===== config.mk =====
export PLATFORM = sky130hd
export DESIGN_NAME = stat_rd_arb
export DESIGN_NICKNAME = d
export VERILOG_FILES = /design/src/rtl/stat_pkg.sv /design/src/rtl/rr_arbiter.sv /design/src/rtl/stat_rd_arb.sv
export SDC_FILE = /design/constraint.sdc
export NUM_CORES = 1
export LEC_CHECK = 0
export BUFFER_PORTS_ARGS = -buffer_cell sky130_fd_sc_hd__buf_2
export CAP_MARGIN = 20
export CELL_PAD_IN_SITES_DETAIL_PLACEMENT = 0
export CELL_PAD_IN_SITES_GLOBAL_PLACEMENT = 1
export CORE_MARGIN = 4
export CORE_UTILIZATION = 41
export DETAILED_ROUTE_END_ITERATION = 6
export GPL_TIMING_DRIVEN = 1
export PLACE_DENSITY_LB_ADDON = 0.1
export SLEW_MARGIN = 20
export SYNTH_ARGS = -nofsm -noshare
export SYNTH_HDL_FRONTEND = slang
export SYNTH_SLANG_ARGS = --single-unit
export TNS_END_PERCENT = 20

===== constraint.sdc =====
create_clock -name clk_i -period 4.2 [get_ports clk_i]
set_clock_uncertainty 0.2 [all_clocks]
set_input_delay 0.42 -clock clk_i [delete_from_list [all_inputs] [get_ports clk_i]]
set_output_delay 0.42 -clock clk_i [all_outputs]
set_load 0.03 [all_outputs]

===== src/rtl/stat_pkg.sv =====
// Shared types and default widths for the flow-statistics block and its read arbiter.
package stat_pkg;

  localparam int unsigned StatAWidth = 3;
  localparam int unsigned StatDWidth = 32;

  typedef enum logic [1:0] {
    StIdle,
    StIssue,
    StWait,
    StResp
  } stat_rd_state_e;

endpackage


===== src/rtl/rr_arbiter.sv =====
// Combinational round-robin pick: first request at or after ptr_i, wrapping.
module rr_arbiter #(
  parameter int unsigned N    = 3,
  parameter int unsigned IdxW = (N > 1) ? $clog2(N) : 1
) (
  input  logic [N-1:0]    req_i,
  input  logic [IdxW-1:0] ptr_i,
  output logic [N-1:0]    gnt_o,
  output logic [IdxW-1:0] idx_o
);

  // One spare bit so ptr + offset can exceed N before the wrap subtraction.
  logic [IdxW:0] pos;
  logic          found;

  always_comb begin
    gnt_o = '0;
    idx_o = '0;
    found = 1'b0;
    pos   = '0;
    for (int unsigned k = 0; k < N; k++) begin
      pos = {1'b0, ptr_i} + (IdxW + 1)'(k);
      if (pos >= (IdxW + 1)'(N)) begin
        pos = pos - (IdxW + 1)'(N);
      end
      if (!found && req_i[pos[IdxW-1:0]]) begin
        found                  = 1'b1;
        gnt_o[pos[IdxW-1:0]]   = 1'b1;
        idx_o                  = pos[IdxW-1:0];
      end
    end
  end

endmodule


===== src/rtl/stat_rd_arb.sv =====
// Shares the single stat_pkt read port among N_REQ requesters: round-robin,
// one read in flight, timeout-protected. All outputs registered.
module stat_rd_arb
  import stat_pkg::*;
#(
  parameter int unsigned N_REQ   = 3,
  parameter int unsigned A_WIDTH = StatAWidth,
  parameter int unsigned D_WIDTH = StatDWidth,
  parameter int unsigned TIMEOUT = 16
) (
  input  logic                       clk_i,
  input  logic                       rst_n_i,
  input  logic [N_REQ-1:0]           req_i,
  input  logic [N_REQ*A_WIDTH-1:0]   req_flow_num_i,
  output logic [N_REQ-1:0]           gnt_o,
  output logic [N_REQ-1:0]           rsp_val_o,
  output logic [D_WIDTH-1:0]         rsp_data_o,
  output logic                       rsp_err_o,
  output logic                       busy_o,
  output logic                       stat_rd_stb_o,
  output logic [A_WIDTH-1:0]         stat_rd_flow_num_o,
  input  logic [D_WIDTH-1:0]         stat_rd_data_i,
  input  logic                       stat_rd_data_val_i
);

  localparam int unsigned IdxW = $clog2(N_REQ);
  localparam int unsigned CntW = $clog2(TIMEOUT);

  stat_rd_state_e   state_q;
  logic [IdxW-1:0]  ptr_q;
  logic [CntW-1:0]  cnt_q;
  logic [N_REQ-1:0] win_q;

  logic [N_REQ-1:0]   arb_gnt;
  logic [IdxW-1:0]    arb_idx;
  logic [A_WIDTH-1:0] arb_flow;
  logic [CntW-1:0]    cnt_nxt;
  logic [IdxW-1:0]    ptr_nxt;

  rr_arbiter #(
    .N    (N_REQ),
    .IdxW (IdxW)
  ) u_rr_arbiter (
    .req_i (req_i),
    .ptr_i (ptr_q),
    .gnt_o (arb_gnt),
    .idx_o (arb_idx)
  );

  assign arb_flow = req_flow_num_i[arb_idx*A_WIDTH +: A_WIDTH];
  assign cnt_nxt  = cnt_q + 1'b1;
  assign ptr_nxt  = (arb_idx == IdxW'(N_REQ - 1)) ? '0 : arb_idx + 1'b1;

  always_ff @(posedge clk_i or negedge rst_n_i) begin
    if (!rst_n_i) begin
      state_q            <= StIdle;
      ptr_q              <= '0;
      cnt_q              <= '0;
      win_q              <= '0;
      gnt_o              <= '0;
      rsp_val_o          <= '0;
      rsp_data_o         <= '0;
      rsp_err_o          <= 1'b0;
      busy_o             <= 1'b0;
      stat_rd_stb_o      <= 1'b0;
      stat_rd_flow_num_o <= '0;
    end else begin
      gnt_o         <= '0;
      rsp_val_o     <= '0;
      stat_rd_stb_o <= 1'b0;
      unique case (state_q)
        StIdle: begin
          if (|req_i) begin
            state_q            <= StIssue;
            gnt_o              <= arb_gnt;
            win_q              <= arb_gnt;
            stat_rd_stb_o      <= 1'b1;
            stat_rd_flow_num_o <= arb_flow;
            busy_o             <= 1'b1;
            ptr_q              <= ptr_nxt;
          end
        end
        StIssue: begin
          state_q <= StWait;
          cnt_q   <= '0;
        end
        StWait: begin
          cnt_q <= cnt_nxt;
          // Data beats the timeout when both land on the same cycle.
          if (stat_rd_data_val_i) begin
            state_q    <= StResp;
            rsp_val_o  <= win_q;
            rsp_data_o <= stat_rd_data_i;
            rsp_err_o  <= 1'b0;
          end else if (cnt_nxt == CntW'(TIMEOUT - 1)) begin
            state_q    <= StResp;
            rsp_val_o  <= win_q;
            rsp_data_o <= '0;
            rsp_err_o  <= 1'b1;
          end
        end
        StResp: begin
          busy_o  <= 1'b0;
          state_q <= StIdle;
        end
        default: state_q <= StIdle;
      endcase
    end
  end

endmodule

==> results.cfg <==
[worst_setup_path]
cp_max_fo = 12
arrival_ns = 2.33
crit_chain = inv_1 -> ha_1 -> mux2_2 -> a31oi_2 -> o21ai_0 -> a311o_1
crit_buf_inv = 1
worst_path_max_delay_cell = dfrtp_1
reg2reg_depth = 6
r2r-start = ptr_q[0]
r2r_slack_ns = 1.86
critPathKind = reg2reg
cp-start-kind = register
timing.rr.end = stat_rd_flow_num_o[2]
endpoint_kind = register
slowest_delay_ns = 0.41
critPathTopFamily = compound AO/OA/AOI/OAI gates
cp.required_ns = 4.19

[global_route]
grt_pass1_vias = 1884
antenna_found_initial = 0
track_usage_pct = 15.1
grt_pass1_wl_um = 9070
gr-total-overflow = 0
grt_max_degree = 37

[power_and_ir_drop]
p_leak_nw = 1.63
totalPowerFinal_mw = 2.63
powerDensity_nw_per_um2 = 843
ir_drop_uv = 391

[outcome]
status = complete, no violations

[routing]
num_vias = 1891
drt-total-wl_um = 5640
vias_per_cell = 4.98
highest_layer = met4
dr.pass1.iters = 4
detail_route.wl_per_cell_um = 14.9
wl_met1_um = 2720
route.detailed.drc = 0
dr_wl_met2_um = 2420
first_iter_violations = 60
route.met3.wl_um = 472
drtAntennaViolNets = 0

[floorplanning]
core_um2 = 5990
io_pins = 91
initial_core_util_pct = 42.6
rows = 28
die_h_um = 86.9
die_x_um = 86.9
fp.dieArea_um2 = 7550

[placement]
gp_congestion = 0.869
dp_hpwl_um = 4090
dpl_cell_area_um2 = 3010
port_buffers = 90

[synth]
async_flop_share_pct = 100
syn-num-nets = 273
synthFlopType = dfrtp_1
ys_seq_area_share_pct = 54.0
synth-seq-cells = 55
ys_warn_count = 0
yosysUniqueCellTypes = 52
synth_area_um2 = 2550
syn-instance-count = 217
synth_edf_count = 0
avgSynthCellArea_um2 = 11.8

[clock_network]
cts_tree = done
clk_latency_ns = 0.31
cts_setup_buffers = 0
clk_pin_slew_ns = 0.11
hold_buffers = 1
post_cts_resize_count = 0
cts_buffers = 5
root_buffer = clkbuf_8
htreeDepth = 2
clock_sink_count = 55
clock_path_buffers = 2

[flow_run]
maxCapViolations = 0

[worst_hold_path]
whs_endpoint = rsp_data_o[20]
hold_path.class = in2reg
hp-start = stat_rd_data_i[20]
whs_path_depth = 2

[final_layout]
final_core_util_pct = 52.1
area_growth_pct = 22.4
drive_gt1_share_pct = 36.1
final_common_cell = buf_2
finalInstanceArea_um2 = 3120
most-common-layout-cells = 90 x buf_2, 55 x dfrtp_1, 32 x a22o_1
fin_nets = 360
diodes = 0

[timing]
finalCritPeriodShare_pct = 55.8
tightest_slew_ns = 0.719
slew-limit-headroom_pct = 52.1
max_freq_ghz = 0.427
period_minus_slack_ns = 2.34
hold_violations = 0
setup_viol = 0
rsz0062_at_grt = no
final-max-slew-violation-count = 0
setup_tns_ns = 0
-- where the power goes --
group          total (mW)  switching [mW]  leakage, nW  internal (mW)
Clock               0.305           0.182       0.0463          0.123
Sequential          0.889           0.128        0.694          0.761
Combinational        1.44           0.904        0.887          0.534
Total                2.63            1.21         1.63           1.42
-- worst max-delay path by stage --
stage                             to  slack, ns  depth (start not counted)      from
5_1_grt        stat_rd_flow_num_o[2]       1.73                          6  ptr_q[0]
3_3_place_gp   stat_rd_flow_num_o[0]       1.87                          6  ptr_q[0]
6_report       stat_rd_flow_num_o[2]       1.86                          6  ptr_q[0]
2_1_floorplan  stat_rd_flow_num_o[0]       2.04                          8  ptr_q[0]
3_5_place_dp   stat_rd_flow_num_o[2]       1.87                          7  ptr_q[0]
4_1_cts        stat_rd_flow_num_o[2]       1.85                          7  ptr_q[0]
-- cell families after synthesis --
group	Yosys count	synth area share, %
compound gates	69	22.1
fa+ha+maj	9	4.42
buf+inv	29	6.23
flops	55	54.0
mux	7	3.04
simple gates	48	10.3
-- sequential cells by signal (all words and copies together) (netlist names) --
signal,cells
busy_o,1
cnt_q,4
gnt_o,3
ptr_q,2
rsp_data_o,32
rsp_err_o,1
rsp_val_o,3
stat_rd_flow_num_o,3
stat_rd_stb_o,1
state_q,2
win_q,3
-- cell type report --
cell class              instances  area [um2]
fillers                       551        2870
flip-flops and latches         55        1380
multi-input cells             133        1010
repair buffers                 94         483
well taps                      75        93.8
clock buffers                   5        68.8
inverters                      15        56.3
clock inverters                 3        27.5
-- through the flow --
stage	hold slack, ns	cells	setup slack (ns)
floorplan	-0.0756	217	2.04
global route	0.102	380	1.73
detailed placement	0.283	371	1.87
finish	0.116	380	1.86
CTS	0.105	380	1.85
global placement	0.282	371	1.87
-- per-layer routing --
metal | up-vias | GRT usage [%]
met5 | - | 0
met4 | 0 | 3.40
met3 | 5 | 5.01
met2 | 71 | 22.1
met1 | 862 | 21.8
li1 | 953 | -
-- cells in the mapped netlist (3+ instances only) --
cell	n	area share (%)
clkbuf_1	4	0.59
mux2i_1	4	1.6
a21oi_1	5	0.98
nand2b_1	3	0.74
o21ai_0	7	1.4
dfrtp_1	55	54
and3_1	3	0.74
nand2_1	15	2.2
nor2_1	9	1.3
a22o_1	32	11
a311o_1	3	1.2
nor2b_1	4	0.98
inv_1	14	2.1
ha_1	9	4.4
buf_4	6	1.8
(Power assumes the default switching activity.)
